**config.mk**
```make
export PLATFORM = sky130hd
export DESIGN_NAME = lisp_executor
export DESIGN_NICKNAME = d
export VERILOG_FILES = /design/src/rtl/lisp_executor.sv
export SDC_FILE = /design/constraint.sdc
export NUM_CORES = 1
export LEC_CHECK = 0
export ABC_AREA = 1
export BUFFER_PORTS_ARGS = -buffer_cell sky130_fd_sc_hd__buf_4
export CAP_MARGIN = 20
export CORE_AREA = 2 2 194 158
export CTS_BUF_LIST = sky130_fd_sc_hd__clkbuf_8
export CTS_CLUSTER_SIZE = 24
export DETAILED_ROUTE_END_ITERATION = 10
export DIE_AREA = 0 0 196 160
export HOLD_SLACK_MARGIN = 0.05
export PLACE_DENSITY = 0.8
export SKIP_LAST_GASP = 1
export SLEW_MARGIN = 20
export SYNTH_ARGS = -nofsm -noshare
export SYNTH_HDL_FRONTEND = slang
export SYNTH_SLANG_ARGS = --single-unit
```
**constraint.sdc**
```tcl
create_clock -name clk -period 8.72 [get_ports clk]
set_clock_uncertainty 0.1 [all_clocks]
set_input_delay 0.872 -clock clk [delete_from_list [all_inputs] [get_ports clk]]
set_output_delay 0.872 -clock clk [all_outputs]
set_load 0.05 [all_outputs]
```
**src/rtl/lisp_executor.sv**
```systemverilog
// lisp_executor: pops 24-bit instruction words from the upstream instruction
// stack and evaluates them as a postfix program on a small operand stack.
// HALT presents the top of the operand stack on result. Each instruction takes
// four cycles: pop request, stack read latency, capture, execute.
module lisp_executor #(
    parameter int DATA_W    = 16,
    parameter int OPS_DEPTH = 8,
    parameter int MAX_INSTR = 255
) (
    input  logic              clk,
    input  logic              reset_n,
    input  logic              start,
    output logic              stk_pop,
    input  logic [23:0]       stk_data,
    output logic              busy,
    output logic              done,
    output logic              error,
    output logic [1:0]        err_code,
    output logic [DATA_W-1:0] result,
    output logic [3:0]        depth
);

    localparam int IDX_W = (OPS_DEPTH > 1) ? $clog2(OPS_DEPTH) : 1;
    localparam int CNT_W = $clog2(MAX_INSTR + 1);
    localparam logic [3:0]       FULL      = 4'(OPS_DEPTH);
    localparam logic [CNT_W-1:0] CNT_LIMIT = CNT_W'(MAX_INSTR);

    localparam logic [3:0] OP_NOP   = 4'h0;
    localparam logic [3:0] OP_PUSHI = 4'h1;
    localparam logic [3:0] OP_ADD   = 4'h2;
    localparam logic [3:0] OP_SUB   = 4'h3;
    localparam logic [3:0] OP_MUL   = 4'h4;
    localparam logic [3:0] OP_AND   = 4'h5;
    localparam logic [3:0] OP_OR    = 4'h6;
    localparam logic [3:0] OP_XOR   = 4'h7;
    localparam logic [3:0] OP_NEG   = 4'h8;
    localparam logic [3:0] OP_HALT  = 4'hF;

    typedef enum logic [2:0] {
        S_IDLE,
        S_POP,
        S_WAIT,
        S_CAPT,
        S_EXEC,
        S_DONE,
        S_ERR
    } state_t;

    state_t              state_q;
    logic                stk_pop_q;
    logic                busy_q;
    logic                done_q;
    logic                error_q;
    logic [1:0]          err_code_q;
    logic [DATA_W-1:0]   result_q;
    logic [3:0]          depth_q;
    logic [CNT_W-1:0]    cnt_q;
    logic [23:0]         instr_q;

    logic [DATA_W-1:0]   stack_mem [OPS_DEPTH];

    logic [3:0]          opcode;
    logic [DATA_W-1:0]   imm;
    logic [IDX_W-1:0]    top_idx;
    logic [IDX_W-1:0]    nxt_idx;
    logic [DATA_W-1:0]   top_val;
    logic [DATA_W-1:0]   nxt_val;
    logic                exec_err;
    logic [1:0]          exec_code;
    logic                wr_en;
    logic [IDX_W-1:0]    wr_idx;
    logic [DATA_W-1:0]   wr_val;
    logic [3:0]          depth_d;
    logic [CNT_W-1:0]    cnt_d;
    logic                runaway;
    logic                stack_we;

    assign opcode  = instr_q[23:20];
    assign imm     = instr_q[DATA_W-1:0];
    assign top_idx = IDX_W'(depth_q - 4'd1);
    assign nxt_idx = IDX_W'(depth_q - 4'd2);
    assign top_val = stack_mem[top_idx];
    assign nxt_val = stack_mem[nxt_idx];
    assign cnt_d   = cnt_q + 1'b1;
    // The limit applies only to an instruction that would otherwise continue.
    assign runaway = (cnt_d == CNT_LIMIT);

    // Decode the captured instruction: legality checks and the stack update it would make.
    always_comb begin
        exec_err  = 1'b0;
        exec_code = 2'd0;
        wr_en     = 1'b0;
        wr_idx    = IDX_W'(depth_q);
        wr_val    = imm;
        depth_d   = depth_q;
        case (opcode)
            OP_NOP: begin
            end
            OP_PUSHI: begin
                if (depth_q == FULL) begin
                    exec_err  = 1'b1;
                    exec_code = 2'd2;
                end else begin
                    wr_en   = 1'b1;
                    wr_idx  = IDX_W'(depth_q);
                    wr_val  = imm;
                    depth_d = depth_q + 4'd1;
                end
            end
            OP_ADD, OP_SUB, OP_MUL, OP_AND, OP_OR, OP_XOR: begin
                if (depth_q < 4'd2) begin
                    exec_err  = 1'b1;
                    exec_code = 2'd1;
                end else begin
                    wr_en   = 1'b1;
                    wr_idx  = nxt_idx;
                    depth_d = depth_q - 4'd1;
                    case (opcode)
                        OP_ADD:  wr_val = nxt_val + top_val;
                        OP_SUB:  wr_val = nxt_val - top_val;
                        OP_MUL:  wr_val = nxt_val * top_val;
                        OP_AND:  wr_val = nxt_val & top_val;
                        OP_OR:   wr_val = nxt_val | top_val;
                        default: wr_val = nxt_val ^ top_val;
                    endcase
                end
            end
            OP_NEG: begin
                if (depth_q == 4'd0) begin
                    exec_err  = 1'b1;
                    exec_code = 2'd1;
                end else begin
                    wr_en  = 1'b1;
                    wr_idx = top_idx;
                    wr_val = '0 - top_val;
                end
            end
            OP_HALT: begin
                if (depth_q == 4'd0) begin
                    exec_err  = 1'b1;
                    exec_code = 2'd1;
                end
            end
            default: begin
                exec_err  = 1'b1;
                exec_code = 2'd2;
            end
        endcase
    end

    // Errors and the runaway stop both leave the operand stack untouched.
    assign stack_we = (state_q == S_EXEC) && wr_en && !exec_err && !runaway;

    // Operand stack storage; no reset needed since depth gates every read.
    always_ff @(posedge clk) begin
        if (stack_we) begin
            stack_mem[wr_idx] <= wr_val;
        end
    end

    // Control FSM with registered outputs; start is honoured only when not busy.
    always_ff @(posedge clk or negedge reset_n) begin
        if (!reset_n) begin
            state_q    <= S_IDLE;
            stk_pop_q  <= 1'b0;
            busy_q     <= 1'b0;
            done_q     <= 1'b0;
            error_q    <= 1'b0;
            err_code_q <= 2'd0;
            result_q   <= '0;
            depth_q    <= 4'd0;
            cnt_q      <= '0;
            instr_q    <= 24'd0;
        end else begin
            stk_pop_q <= 1'b0;
            case (state_q)
                S_IDLE, S_DONE, S_ERR: begin
                    if (start) begin
                        depth_q    <= 4'd0;
                        cnt_q      <= '0;
                        result_q   <= '0;
                        err_code_q <= 2'd0;
                        done_q     <= 1'b0;
                        error_q    <= 1'b0;
                        busy_q     <= 1'b1;
                        stk_pop_q  <= 1'b1;
                        state_q    <= S_POP;
                    end
                end
                S_POP: begin
                    state_q <= S_WAIT;
                end
                S_WAIT: begin
                    state_q <= S_CAPT;
                end
                S_CAPT: begin
                    instr_q <= stk_data;
                    state_q <= S_EXEC;
                end
                S_EXEC: begin
                    cnt_q <= cnt_d;
                    if (exec_err) begin
                        error_q    <= 1'b1;
                        err_code_q <= exec_code;
                        busy_q     <= 1'b0;
                        state_q    <= S_ERR;
                    end else if (opcode == OP_HALT) begin
                        result_q <= top_val;
                        done_q   <= 1'b1;
                        busy_q   <= 1'b0;
                        state_q  <= S_DONE;
                    end else if (runaway) begin
                        error_q    <= 1'b1;
                        err_code_q <= 2'd3;
                        busy_q     <= 1'b0;
                        state_q    <= S_ERR;
                    end else begin
                        depth_q   <= depth_d;
                        stk_pop_q <= 1'b1;
                        state_q   <= S_POP;
                    end
                end
                default: begin
                    state_q <= S_IDLE;
                end
            endcase
        end
    end

    assign stk_pop  = stk_pop_q;
    assign busy     = busy_q;
    assign done     = done_q;
    assign error    = error_q;
    assign err_code = err_code_q;
    assign result   = result_q;
    assign depth    = depth_q;

endmodule

```
==> summary.log, run 1 <==
qor: status.outcome finished, final reports clean
qor: setup_path.critical-path-top-cell-by-count sky130_fd_sc_hd__nand2_1
qor: cts.clk_path_buf_depth 2
qor: cts.cts_tree done
qor: floorplan.number_of_i_o_pins 53
qor: logic_synthesis.synth_top_family_by_area simple AND/OR/NAND/NOR gates
qor: cts.clk_pin_slew_worst_paths 0.12 ns
qor: route.detailedRoute.firstIterationViolations 1654
qor: cells_and_area.most-common-layout-cells sky130_fd_sc_hd__nand2_1 (599), sky130_fd_sc_hd__inv_1 (336), sky130_fd_sc_hd__nand3_1 (158)
qor: route.detail_route.vias_per_cell 5.79
qor: floorplan.std_cell_rows 57
qor: logic_synthesis.largest_area_contributor_in_the_synthesized_netlist sky130_fd_sc_hd__edfxtp_1
qor: floorplan.core_area 0.0297 mm²
qor: setup_path.worstSetupStartpointType register
qor: logic_synthesis.total_nets_after_synthesis 2277
qor: setup_path.critical_path_class register to register
qor: cells_and_area.layout_commonest_cell sky130_fd_sc_hd__nand2_1
qor: route.drt_wl_total 47.7 mm
qor: logic_synthesis.synth.cell_area 0.0159 mm²
qor: cts.max_h_tree_level 4
qor: sta.normalized_max_slew_margin 34.3%
qor: logic_synthesis.synth.yosys.warnings 0
qor: setup_path.timing.critical_path.arrival 8.22 ns
qor: setup_path.slowest_stage sky130_fd_sc_hd__fa_1
qor: flow_run.max_cap_viols 0
qor: logic_synthesis.synthXorXnorAreaFrac 1.43%
qor: place.post_detail_place_hpwl 34.5 mm
qor: cts.cts_num_sinks 185
qor: cts.clk_root_buffer_cell sky130_fd_sc_hd__clkbuf_8
qor: logic_synthesis.synth-async-reset-ratio 30.8%
qor: place.io_buffers 48
qor: floorplan.floorplan.die_area 0.0314 mm²
qor: route.post_drt_wl_per_cell 19.1 µm
qor: logic_synthesis.ys_seq_elements 185
qor: route.num_vias 14455
qor: logic_synthesis.synth_compound_area_share 10.2%
qor: logic_synthesis.postSynth.topFlopCell sky130_fd_sc_hd__edfxtp_1
qor: cts.numCtsBuffers 17
qor: min_path.holdCritPathClass primary input to async pin
qor: cells_and_area.drive_gt1_share 8.53%
qor: global_route.antenna_violations_before_repair 0
qor: cts.cts.repair_timing.setup_buffer_count 0
qor: logic_synthesis.seq_area_frac_synth 33.2%
qor: floorplan.floorplan.die.width 196 µm
qor: cells_and_area.nFillCells 2590
qor: logic_synthesis.synthDistinctLibCells 50
qor: route.route.antenna.remaining_nets 0
qor: setup_path.worst_path_largest_cell_delay 0.52 ns
qor: cts.clk_latency 0.49 ns
qor: sta.rsz0062_at_grt no
qor: logic_synthesis.yosys.area_share.adder 18.4%
qor: cells_and_area.nets 2310
qor: cts.cts.hold.buffers_added 0
qor: sta.final_hold_viol_count 0
qor: logic_synthesis.synth_edf_count 128
qor: sta.final_clock_period_utilization_by_the_worst_path 94.2%
qor: global_route.pin_count_of_the_biggest_net_entering_global_routing 159
qor: setup_path.worst_setup_path_end_kind register
qor: route.drt-pass1-iter-count 6
qor: sta.finalSetupViolations 0
qor: sta.timing.fmax 0.122 GHz
qor: logic_synthesis.ys_top_cells_by_area sky130_fd_sc_hd__edfxtp_1 (24%), sky130_fd_sc_hd__nand2_1 (14%), sky130_fd_sc_hd__fa_1 (10%)
qor: setup_path.crit_path_max_fanout 13
qor: logic_synthesis.simple_gate_share_of_the_synthesized_area 24.9%
qor: logic_synthesis.synth_top_area_share 24.2%
qor: global_route.grt_pass1_wl 74.6 mm
qor: place.gp_routability_congestion 1.04
qor: global_route.vias_in_the_first_global_route 13890
qor: global_route.globalRouteTotalUtil 31.1%
qor: floorplan.floorplan.initialDensity 53.5%
qor: sta.final.min_clock_period 8.22 ns
qor: cells_and_area.synth_to_final_area_change 7.44%
qor: logic_synthesis.muxShareOfSynthArea 1.13%
qor: sta.maxSlewViolCount 0
qor: route.route.detailed.drc 0
qor: floorplan.die_h 160 µm
qor: logic_synthesis.post_synth_inst_count 2065
qor: setup_path.worstPathRequired 8.73 ns
qor: logic_synthesis.syn_avg_cell_area 7.69 µm²
qor: sta.setup_tns 0 ns
qor: sta.max_slew.worst_pin.slew 0.984 ns
qor: global_route.grt_residual_overflow 0
==> cell usage after synthesis, types with 3 or more instances <==
master / instances
sky130_fd_sc_hd__a211oi_1: 9
sky130_fd_sc_hd__o221ai_1: 5
sky130_fd_sc_hd__mux2_2: 16
sky130_fd_sc_hd__clkbuf_1: 33
sky130_fd_sc_hd__a21oi_1: 55
sky130_fd_sc_hd__o21ai_0: 96
sky130_fd_sc_hd__nand3_1: 158
sky130_fd_sc_hd__o21ai_1: 9
sky130_fd_sc_hd__xor2_1: 21
sky130_fd_sc_hd__nand2_2: 10
sky130_fd_sc_hd__o22ai_1: 10
sky130_fd_sc_hd__nand4_1: 9
sky130_fd_sc_hd__buf_1: 3
sky130_fd_sc_hd__buf_4: 12
sky130_fd_sc_hd__clkinv_1: 6
sky130_fd_sc_hd__buf_6: 3
sky130_fd_sc_hd__or2_2: 7
sky130_fd_sc_hd__edfxtp_1: 128
sky130_fd_sc_hd__nand3b_1: 5
sky130_fd_sc_hd__inv_1: 335
sky130_fd_sc_hd__xnor2_1: 5
sky130_fd_sc_hd__inv_2: 9
sky130_fd_sc_hd__nor2_1: 147
sky130_fd_sc_hd__dfrtp_1: 57
sky130_fd_sc_hd__o211ai_1: 62
sky130_fd_sc_hd__o21bai_1: 4
sky130_fd_sc_hd__o2111ai_1: 4
sky130_fd_sc_hd__nor3_1: 10
sky130_fd_sc_hd__nand2_1: 600
sky130_fd_sc_hd__buf_2: 28
sky130_fd_sc_hd__fa_1: 81
sky130_fd_sc_hd__ha_1: 104
==> layer usage <==
layer / GRT usage, % / share of wire, % / up-vias
met4: 13.4 / 3.9 / 0
met5: 0 / 0 / -
li1: - / - / 6691
met3: 7.18 / 12 / 136
met2: 47.0 / 43 / 852
met1: 43.0 / 40 / 6776
==> kinds of logic after synthesis <==
kind of cell,count (synthesis)
AO/OA/AOI/OAI,267
XOR/XNOR,26
adder cells (fa/ha/maj),185
buffers and inverters,429
flip-flops,185
multiplexers,16
AND/OR/NAND/NOR,957
==> area by class of cell <==
type                    count  area [µm²]  share of cell area (%)
clock inverters            15         143                   0.836
multi-input cells        1451        8910                    52.2
well taps                 383         479                    2.81
diodes                      1        2.50                  0.0147
flip-flops and latches    185        5270                    30.9
clock buffers              17         234                    1.37
inverters                 350        1320                    7.71
repair buffers             93         711                    4.16
==> registers in the layout, indices dropped and copies added, names as in the netlist <==
register,cells
stack_mem,128
instr_q,20
result,16
cnt_q,8
depth,4
state_q,3
err_code,2
busy,1
done,1
error,1
stk_pop,1
==> timing repair <==
| item | in CTS | in global routing |
|---|---|---|
| endpoints found under the hold margin | 0 | 0 |
| endpoints found under the setup margin | 0 | 10 |
| gates resized for setup | 0 | 3 |
==> path summary, 6_finish.rpt <==
| kind | start | to | slack, ns | depth (start not counted) |
|---|---|---|---|---|
| min in group clk | result[0] | result[0] | 0.42 | 2 |
| worst max-delay path | depth[1] | stack_mem[4][15] | 0.50 | 36 |
| max in group asynchronous | reset_n | depth[0] | 7.62 | 1 |
| worst min-delay path | reset_n | instr_q[2] | 0.35 | 1 |
| worst min register to register | result[0] | result[0] | 0.42 | 2 |
| worst max register to register | depth[1] | stack_mem[4][15] | 0.50 | 36 |
==> critical path: cells and delay by family, from the launching register on <==
kind	cells	cell delay [ns]
adders and majority gates	8	3.18
and+or+nand+nor	15	1.75
AOI/OAI and AO/OA	5	1.03
buffers and inverters	8	1.38
DFF	1	0.38
==> metrics by stage <==
stage	std cells	hold WS [ns]	worst slack, ns	util [%]	instance area, µm²
floorplan	2065	0.387	1.24	-	15900
global placement	2462	0.377	0.630	56.2	16700
detailed placement	2462	0.400	0.456	56.2	16700
CTS	2494	0.358	0.436	57.5	17100
global route	2494	0.401	0.0384	57.5	17100
finish	2495	0.348	0.503	57.5	17100
Power of run 1 is not shown: default switching activity piles up to over one toggle a cycle in this logic, so the estimate is an artifact.
==> run 2: changes to the inputs <==
ABC_AREA = not set   (was 1)
CORE_AREA = 2 2 220 178   (was 2 2 194 158)
DIE_AREA = 0 0 222 180   (was 0 0 196 160)
PLACE_DENSITY = 0.64   (was 0.8)
RECOVER_POWER = 25   (was not set)
==> run 2 against run 1 <==
  * The flow now finishes with violations (capacitance limit, slew limit)
  * Largest cell class unchanged
  * Non-clock buffer count grew 15
  * Worst hold slack gained 0.052 ns
  * Synthesized cell count shrank 34%
  * Routed wire length shrank 12%
  * Area after synthesis shrank 6.0%
  * Global-route usage shrank 9.7 points
  * Sequential share of layout area grew 1.4 points
==> summary.log, run 2 <==
qor: setup_path.critical_path_class register to register
qor: cells_and_area.registers.top_by_ff_count stack_mem
qor: setup_path.worst_setup_path_end_kind register
qor: min_path.holdCritPathClass register to register
qor: cts.clk_latency 0.50 ns [about the same]
qor: route.num_vias 10782 [-25%]
qor: logic_synthesis.seq_area_frac_synth 35.3% [+2.1 points]
qor: route.detailedRoute.firstIterationViolations 1097 [-34%]
qor: cts.clk_pin_slew_worst_paths 0.10 ns [-0.02 ns]
qor: cts.clk_path_buf_depth 2 [unchanged]
qor: logic_synthesis.synthDistinctLibCells 64 [+28%]
qor: setup_path.worstSetupStartpointType register
qor: global_route.vias_in_the_first_global_route 10731 [-23%]
qor: logic_synthesis.total_nets_after_synthesis 1570 [-31%]
qor: global_route.antenna_violations_before_repair 0 [unchanged]
qor: route.route.detailed.drc 0 [unchanged]
qor: place.gp_routability_congestion 1.03 [-1.0%]
qor: route.drt-pass1-iter-count 5 [-1]
qor: setup_path.critical_path_startpoint depth[1]
qor: sta.rsz0062_at_grt no
qor: sta.finalSetupViolations 0 [unchanged]
qor: logic_synthesis.synth.cell_area 0.0149 mm² [-6.0%]
qor: setup_path.slowest_stage sky130_fd_sc_hd__o21ai_0
qor: setup_path.crit_path_max_fanout 12 [-1]
qor: logic_synthesis.ys_seq_elements 185 [unchanged]
qor: setup_path.critical-path-top-cell-by-count sky130_fd_sc_hd__inv_1
qor: route.wl_met1 18.6 mm [-3.8%]
qor: logic_synthesis.synth.top_cells.by_count sky130_fd_sc_hd__inv_1 (159), sky130_fd_sc_hd__nor2_1 (146), sky130_fd_sc_hd__edfxtp_1 (128)
qor: cts.cts_num_sinks 185 [unchanged]
qor: place.dp_cells 1900 [-23%]
qor: sta.setup_tns 0 ns [unchanged]
qor: global_route.pin_count_of_the_biggest_net_entering_global_routing 72 [-55%]
qor: logic_synthesis.synth_edf_count 128 [unchanged]
qor: cts.max_h_tree_level 4 [unchanged]
qor: place.post_detail_place_hpwl 31.9 mm [-7.5%]
qor: cells_and_area.antenna_cells_inserted 0 [-1]
qor: floorplan.floorplan.die_area 0.0400 mm² [+27%]
qor: sta.holdWs 0.400 ns [+0.0522 ns]
qor: setup_path.worstPathRequired 8.77 ns [+0.04 ns]
qor: cells_and_area.register_area 0.00527 mm² [unchanged]
qor: cts.numCtsBuffers 17 [unchanged]
qor: global_route.grt_residual_overflow 0 [unchanged]
qor: cts.cts.hold.buffers_added 0 [unchanged]
qor: cells_and_area.most-common-layout-cells sky130_fd_sc_hd__inv_1 (159), sky130_fd_sc_hd__nor2_1 (146), sky130_fd_sc_hd__edfxtp_1 (128)
qor: sta.final_clock_period_utilization_by_the_worst_path 94.4% [+0.20 points]
qor: setup_path.r2r.worst_path.cells 24 [-33%]
qor: cells_and_area.nFillCells 3608 [+39%]
qor: setup_path.reg2reg_setup_slack 0.49 ns [-0.02 ns]
qor: cells_and_area.largest_register_ff_count 128 [unchanged]
qor: flow_run.max_cap_viols 1 [+1]
qor: setup_path.worst_path_largest_cell_delay 0.81 ns [+0.29 ns]
qor: global_route.globalRouteTotalUtil 21.4% [-9.7 points]
qor: global_route.grt_pass1_wl 64.1 mm [-14%]
qor: route.highest_layer met4
qor: setup_path.critPathCapture stack_mem[3][10]
qor: cts.cts.repair_timing.setup_buffer_count 0 [unchanged]
qor: sta.final_hold_viol_count 0 [unchanged]
qor: floorplan.core_area 0.0379 mm² [+28%]
qor: route.drt_wl_total 41.9 mm [-12%]
qor: setup_path.timing.critical_path.arrival 8.28 ns [+0.06 ns]
qor: floorplan.std_cell_rows 64 [+12%]
qor: sta.max_slew.worst_pin.slew 3.15 ns [+2.16 ns]
qor: logic_synthesis.synth.yosys.warnings 0 [unchanged]
qor: logic_synthesis.yosys.cell_count.top_type sky130_fd_sc_hd__inv_1
qor: cells_and_area.layout.core_utilization 43.2% [-14 points]
qor: floorplan.number_of_i_o_pins 53 [unchanged]
qor: logic_synthesis.post_synth_inst_count 1358 [-34%]
qor: sta.final.min_clock_period 8.23 ns [+0.0171 ns]
qor: cells_and_area.layout_commonest_cell sky130_fd_sc_hd__inv_1
qor: route.detailroute.wirelength.met3 4.45 mm [-24%]
qor: cells_and_area.finish.cell_count_without_fillers 1932 [-23%]
qor: sta.normalized_max_slew_margin -110% [-140 points]
qor: cts.cts_tree done
qor: logic_synthesis.postSynth.topFlopCell sky130_fd_sc_hd__edfxtp_1
qor: cells_and_area.multi_input_comb_area 0.00872 mm² [-2.1%]
qor: floorplan.floorplan.die.width 222 µm [+13%]
qor: sta.maxSlewViolCount 58 [+58]
qor: sta.timing.fmax 0.121 GHz [-0.21%]
qor: setup_path.startpoint_of_the_worst_slack_reg_to_reg_timing_path depth[1]
qor: logic_synthesis.largest_area_contributor_in_the_synthesized_netlist sky130_fd_sc_hd__edfxtp_1
qor: setup_path.crit_path_cell_trace inv_1, ha_2, buf_12, mux4_2, mux2i_1, inv_1, ha_1, fa_1, inv_1, fa_1, inv_1, ha_1, ha_1, inv_1, fa_1, fa_1, inv_1, ha_1, inv_1, o21bai_1, a21oi_1, xnor2_1, a221oi_1, o21ai_0
qor: setup_path.worst_r2r_endpoint stack_mem[3][10]
qor: place.io_buffers 48 [unchanged]
qor: logic_synthesis.syn_avg_cell_area 11.0 µm² [+43%]
qor: route.routed_met2_length 17.9 mm [-13%]
qor: status.failed_checks capacitance limit, slew limit
qor: route.detail_route.vias_per_cell 5.58 [-3.7%]
qor: cells_and_area.nets 1636 [-29%]
qor: floorplan.die_h 180 µm [+13%]
qor: cells_and_area.drive_gt1_share 17.0% [+8.5 points]
qor: logic_synthesis.synth-async-reset-ratio 30.8% [unchanged]
qor: floorplan.floorplan.initialDensity 39.4% [-14 points]
qor: logic_synthesis.synth_top_area_share 25.7% [+1.5 points]
qor: logic_synthesis.ys_top_cells_by_area sky130_fd_sc_hd__edfxtp_1 (26%), sky130_fd_sc_hd__fa_1 (11%), sky130_fd_sc_hd__mux4_2 (9.7%)
qor: route.post_drt_wl_per_cell 21.7 µm [+14%]
qor: cts.clk_root_buffer_cell sky130_fd_sc_hd__clkbuf_8
qor: cells_and_area.synth_to_final_area_change 9.48%
qor: route.route.antenna.remaining_nets 0 [unchanged]
qor: status.outcome finished, violations left
qor: cts.post_cts.resized_instances 0 [unchanged]
## run 2: routing by layer
metal	GRT usage, %	up-vias
li1	-	4867
met1	30.8	5342
met2	31.2	512
met3	6.26	61
met4	6.35	0
met5	0	-
## run 2: metrics by stage
| stage | worst slack (ns) | instance area [µm²] |
|---|---|---|
| after floorplan | 0.115 | 14900 |
| after global placement | 0.383 | 16100 |
| after detailed placement | 0.232 | 16100 |
| after CTS | 0.203 | 16400 |
| after global routing | 0.000861 | 16400 |
| final | 0.486 | 16400 |
## run 2: area by class of cell
| class | instances | share of cell area, % |
|---|---|---|
| multi-input cells | 946 | 53.4 |
| flip-flops and latches | 185 | 32.3 |
| repair buffers | 108 | 4.54 |
| inverters | 166 | 3.83 |
| well taps | 495 | 3.79 |
| clock buffers | 17 | 1.43 |
| clock inverters | 15 | 0.811 |
## run 2: cells by family (layout without fill, tap and decap cells)
group / count (synthesis) / in the layout / share of synthesized area, %
fa+ha+maj: 185 / 185 / 19.6
xor+xnor: 83 / 83 / 5.09
compound gates: 183 / 183 / 7.77
mux: 140 / 140 / 15.6
buf+inv: 227 / 306 / 6.41
simple gates: 355 / 355 / 10.3
flops: 185 / 185 / 35.3
## run 2: critical path, delay by kind of cell, from the launching register on
kind                       cells  cell delay (ns)
AOI/OAI and AO/OA              4             1.37
buffers and inverters          8             0.86
adders and majority gates      9             3.83
muxes                          2             0.89
xor gates and xnor gates       1             0.47
DFF                            1             0.35
## run 2: worst min path at each step
stage,start,endpoint,depth (start not counted)
after detailed placement,error,error,1
after floorplan,instr_q[2],instr_q[2],1
after global routing,error,error,1
after CTS,reset_n,result[14],1
after global placement,error,error,1
final,error,error,1
Power of run 2 is left out for the same reason.
==> run 3: changes to the inputs <==
CTS_BUF_LIST = not set   (was sky130_fd_sc_hd__clkbuf_8)
CTS_CLUSTER_SIZE = 28   (was 24)
==> run 3 against run 2 <==
  * The run still ends with capacitance limit, slew limit left
  * Die area unchanged
  * Worst hold slack lost 0.0050 ns
  * Routed wire length up 0.72%
  * Sequential cell count is the same
  * Design area increased by 1.2%
  * Register-to-register slack got worse by 0.02 ns
  * Cell count unchanged
  * Via count is 0.28% higher
  * Critical path depth increased by 5
  * Setup slack lost 0.022 ns
==> summary.log, run 3 (synthesized netlist as in run 2, its figures left out) <==
qor: setup_path.worst_path_largest_cell_delay 0.62 ns [-0.19 ns]
qor: sta.layout_setup_ws 0.464 ns [-0.0218 ns]
qor: cts.cts.repair_timing.setup_buffer_count 0 [unchanged]
qor: route.drt-pass1-iter-count 5 [unchanged]
qor: sta.final_hold_viol_count 0 [unchanged]
qor: setup_path.crit_path_max_fanout 13 [+1]
qor: sta.final_clock_period_utilization_by_the_worst_path 94.7% [+0.25 points]
qor: setup_path.cp.depth 29 [+21%]
qor: sta.finalSetupViolations 0 [unchanged]
qor: sta.max_slew.worst_pin.slew 3.15 ns [+0.00893 ns]
qor: route.route.detailed.drc 0 [unchanged]
qor: global_route.globalRouteTotalUtil 21.5% [+0.14 points]
qor: global_route.vias_in_the_first_global_route 10772 [+0.38%]
qor: place.post_detail_place_hpwl 31.9 mm [unchanged]
qor: cells_and_area.layout_commonest_cell sky130_fd_sc_hd__inv_1
qor: cts.max_h_tree_level 4 [unchanged]
qor: route.route.antenna.remaining_nets 0 [unchanged]
qor: global_route.grt_residual_overflow 0 [unchanged]
qor: cts.clk_latency 0.45 ns [-0.05 ns]
qor: setup_path.critical_path_class register to register
qor: sta.timing.fmax 0.121 GHz [-0.26%]
qor: setup_path.worstSetupStartpointType register
qor: cells_and_area.largest_register_ff_count 128 [unchanged]
qor: floorplan.number_of_i_o_pins 53 [unchanged]
qor: route.detailedRoute.firstIterationViolations 1105 [+0.73%]
qor: cts.clk_pin_slew_worst_paths 0.07 ns [-0.03 ns]
qor: min_path.min_from error
qor: cells_and_area.stdcell_area 0.0165 mm² [+1.2%]
qor: place.placedInstanceArea 0.0161 mm² [unchanged]
qor: cts.clk_path_buf_depth 2 [unchanged]
qor: flow_run.max_cap_viols 1 [unchanged]
qor: min_path.holdCritPathClass register to register
qor: cells_and_area.most-common-layout-cells sky130_fd_sc_hd__inv_1 (159), sky130_fd_sc_hd__nor2_1 (146), sky130_fd_sc_hd__edfxtp_1 (128)
qor: floorplan.floorplan.die_area 0.0400 mm² [unchanged]
qor: setup_path.worst_setup_path_end_kind register
qor: floorplan.std_cell_rows 64 [unchanged]
qor: cts.cts.hold.buffers_added 0 [unchanged]
qor: route.num_vias 10812 [+0.28%]
qor: cts.cts_tree done
qor: setup_path.timing.critical_path.arrival 8.46 ns [+0.18 ns]
qor: setup_path.worst_r2r_endpoint stack_mem[7][13]
qor: min_path.holdPathEnd error
qor: cts.post_cts.resized_instances 0 [unchanged]
qor: floorplan.floorplan.initialDensity 39.4% [unchanged]
qor: place.placement.setup.worst_slack 0.232 ns [unchanged]
qor: sta.final.min_clock_period 8.26 ns [+0.0218 ns]
qor: floorplan.core_area 0.0379 mm² [unchanged]
qor: route.detail_route.vias_per_cell 5.60 [+0.28%]
qor: cells_and_area.nets 1636 [unchanged]
qor: place.gp_routability_congestion 1.03 [unchanged]
qor: sta.normalized_max_slew_margin -110% [-0.60 points]
qor: global_route.pin_count_of_the_biggest_net_entering_global_routing 72 [unchanged]
qor: cells_and_area.synth_to_final_area_change 10.8%
qor: cells_and_area.antenna_cells_inserted 0 [unchanged]
qor: setup_path.worstPathRequired 8.92 ns [+0.15 ns]
qor: cells_and_area.drive_gt1_share 17.0% [unchanged]
qor: place.io_buffers 48 [unchanged]
qor: min_path.worst_hold_path.num_cells 1 [unchanged]
qor: route.drt_wl_total 42.2 mm [+0.72%]
qor: setup_path.critPathTopFamily adder cells
qor: floorplan.die_h 180 µm [unchanged]
qor: setup_path.r2r.worst_path.cells 29 [+21%]
qor: setup_path.slowest_stage sky130_fd_sc_hd__ha_2
qor: status.outcome finished, violations left
qor: cts.clk_root_buffer_cell sky130_fd_sc_hd__clkbuf_16
qor: status.failed_checks capacitance limit, slew limit
qor: setup_path.startpoint_of_the_worst_slack_reg_to_reg_timing_path depth[1]
qor: route.post_drt_wl_per_cell 21.9 µm [+0.72%]
qor: sta.setup_tns 0 ns [unchanged]
qor: global_route.antenna_violations_before_repair 0 [unchanged]
qor: setup_path.cp.buffers_inverters 10 [+2]
qor: global_route.grt_pass1_wl 64.5 mm [+0.75%]
qor: setup_path.reg2reg_setup_slack 0.46 ns [-0.02 ns]
qor: cts.numCtsBuffers 17 [unchanged]
qor: setup_path.critical-path-top-cell-by-count sky130_fd_sc_hd__inv_1
qor: cts.cts_num_sinks 185 [unchanged]
qor: floorplan.floorplan.die.width 222 µm [unchanged]
qor: cells_and_area.registers.top_by_ff_count stack_mem
qor: sta.maxSlewViolCount 58 [unchanged]
[run 3: cell count changes in the layout (fill, tap and decap cells not counted)]
cell | before | now
sky130_fd_sc_hd__clkbuf_16 | 0 | 17
sky130_fd_sc_hd__clkbuf_8 | 17 | 0
[run 3: area by class of cell]
cell class,instances,area [µm²]
clock buffer,17,425
clock inverter,15,133
fill,3586,21300
inverter,166,626
sequential,185,5270
timing repair buffer,108,742
tap,495,619
multi-input combinational,946,8720
[run 3: how the worst max path moves through the flow]
stage | slack, ns | from | to
2_1_floorplan | 0.12 | depth[0] | stack_mem[0][15]
6_report | 0.46 | depth[1] | stack_mem[7][13]
5_1_grt | -0.0007 | depth[1] | stack_mem[7][13]
3_5_place_dp | 0.23 | depth[1] | stack_mem[4][15]
3_3_place_gp | 0.38 | depth[1] | stack_mem[4][15]
4_1_cts | 0.21 | depth[1] | stack_mem[2][15]
[run 3: through the flow]
step | utilization [%] | hold slack [ns] | cells
after floorplan | - | 0.379 | 1358
after detailed placement | 42.4 | 0.391 | 1900
after global placement | 42.4 | 0.370 | 1900
after global routing | 43.7 | 0.427 | 1932
final | 43.7 | 0.395 | 1932
after CTS | 43.9 | 0.401 | 1932
[run 3: routing by layer]
layer	vias to the layer above	part of all wire, %	wire [µm]	track usage [%]
li1	4871	-	-	-
met1	5365	44	18700	31.1
met2	513	43	18000	31.3
met3	63	11	4510	6.21
met4	0	2.5	1040	6.51
met5	-	0	0	0
Power of run 3 is left out for the same reason.
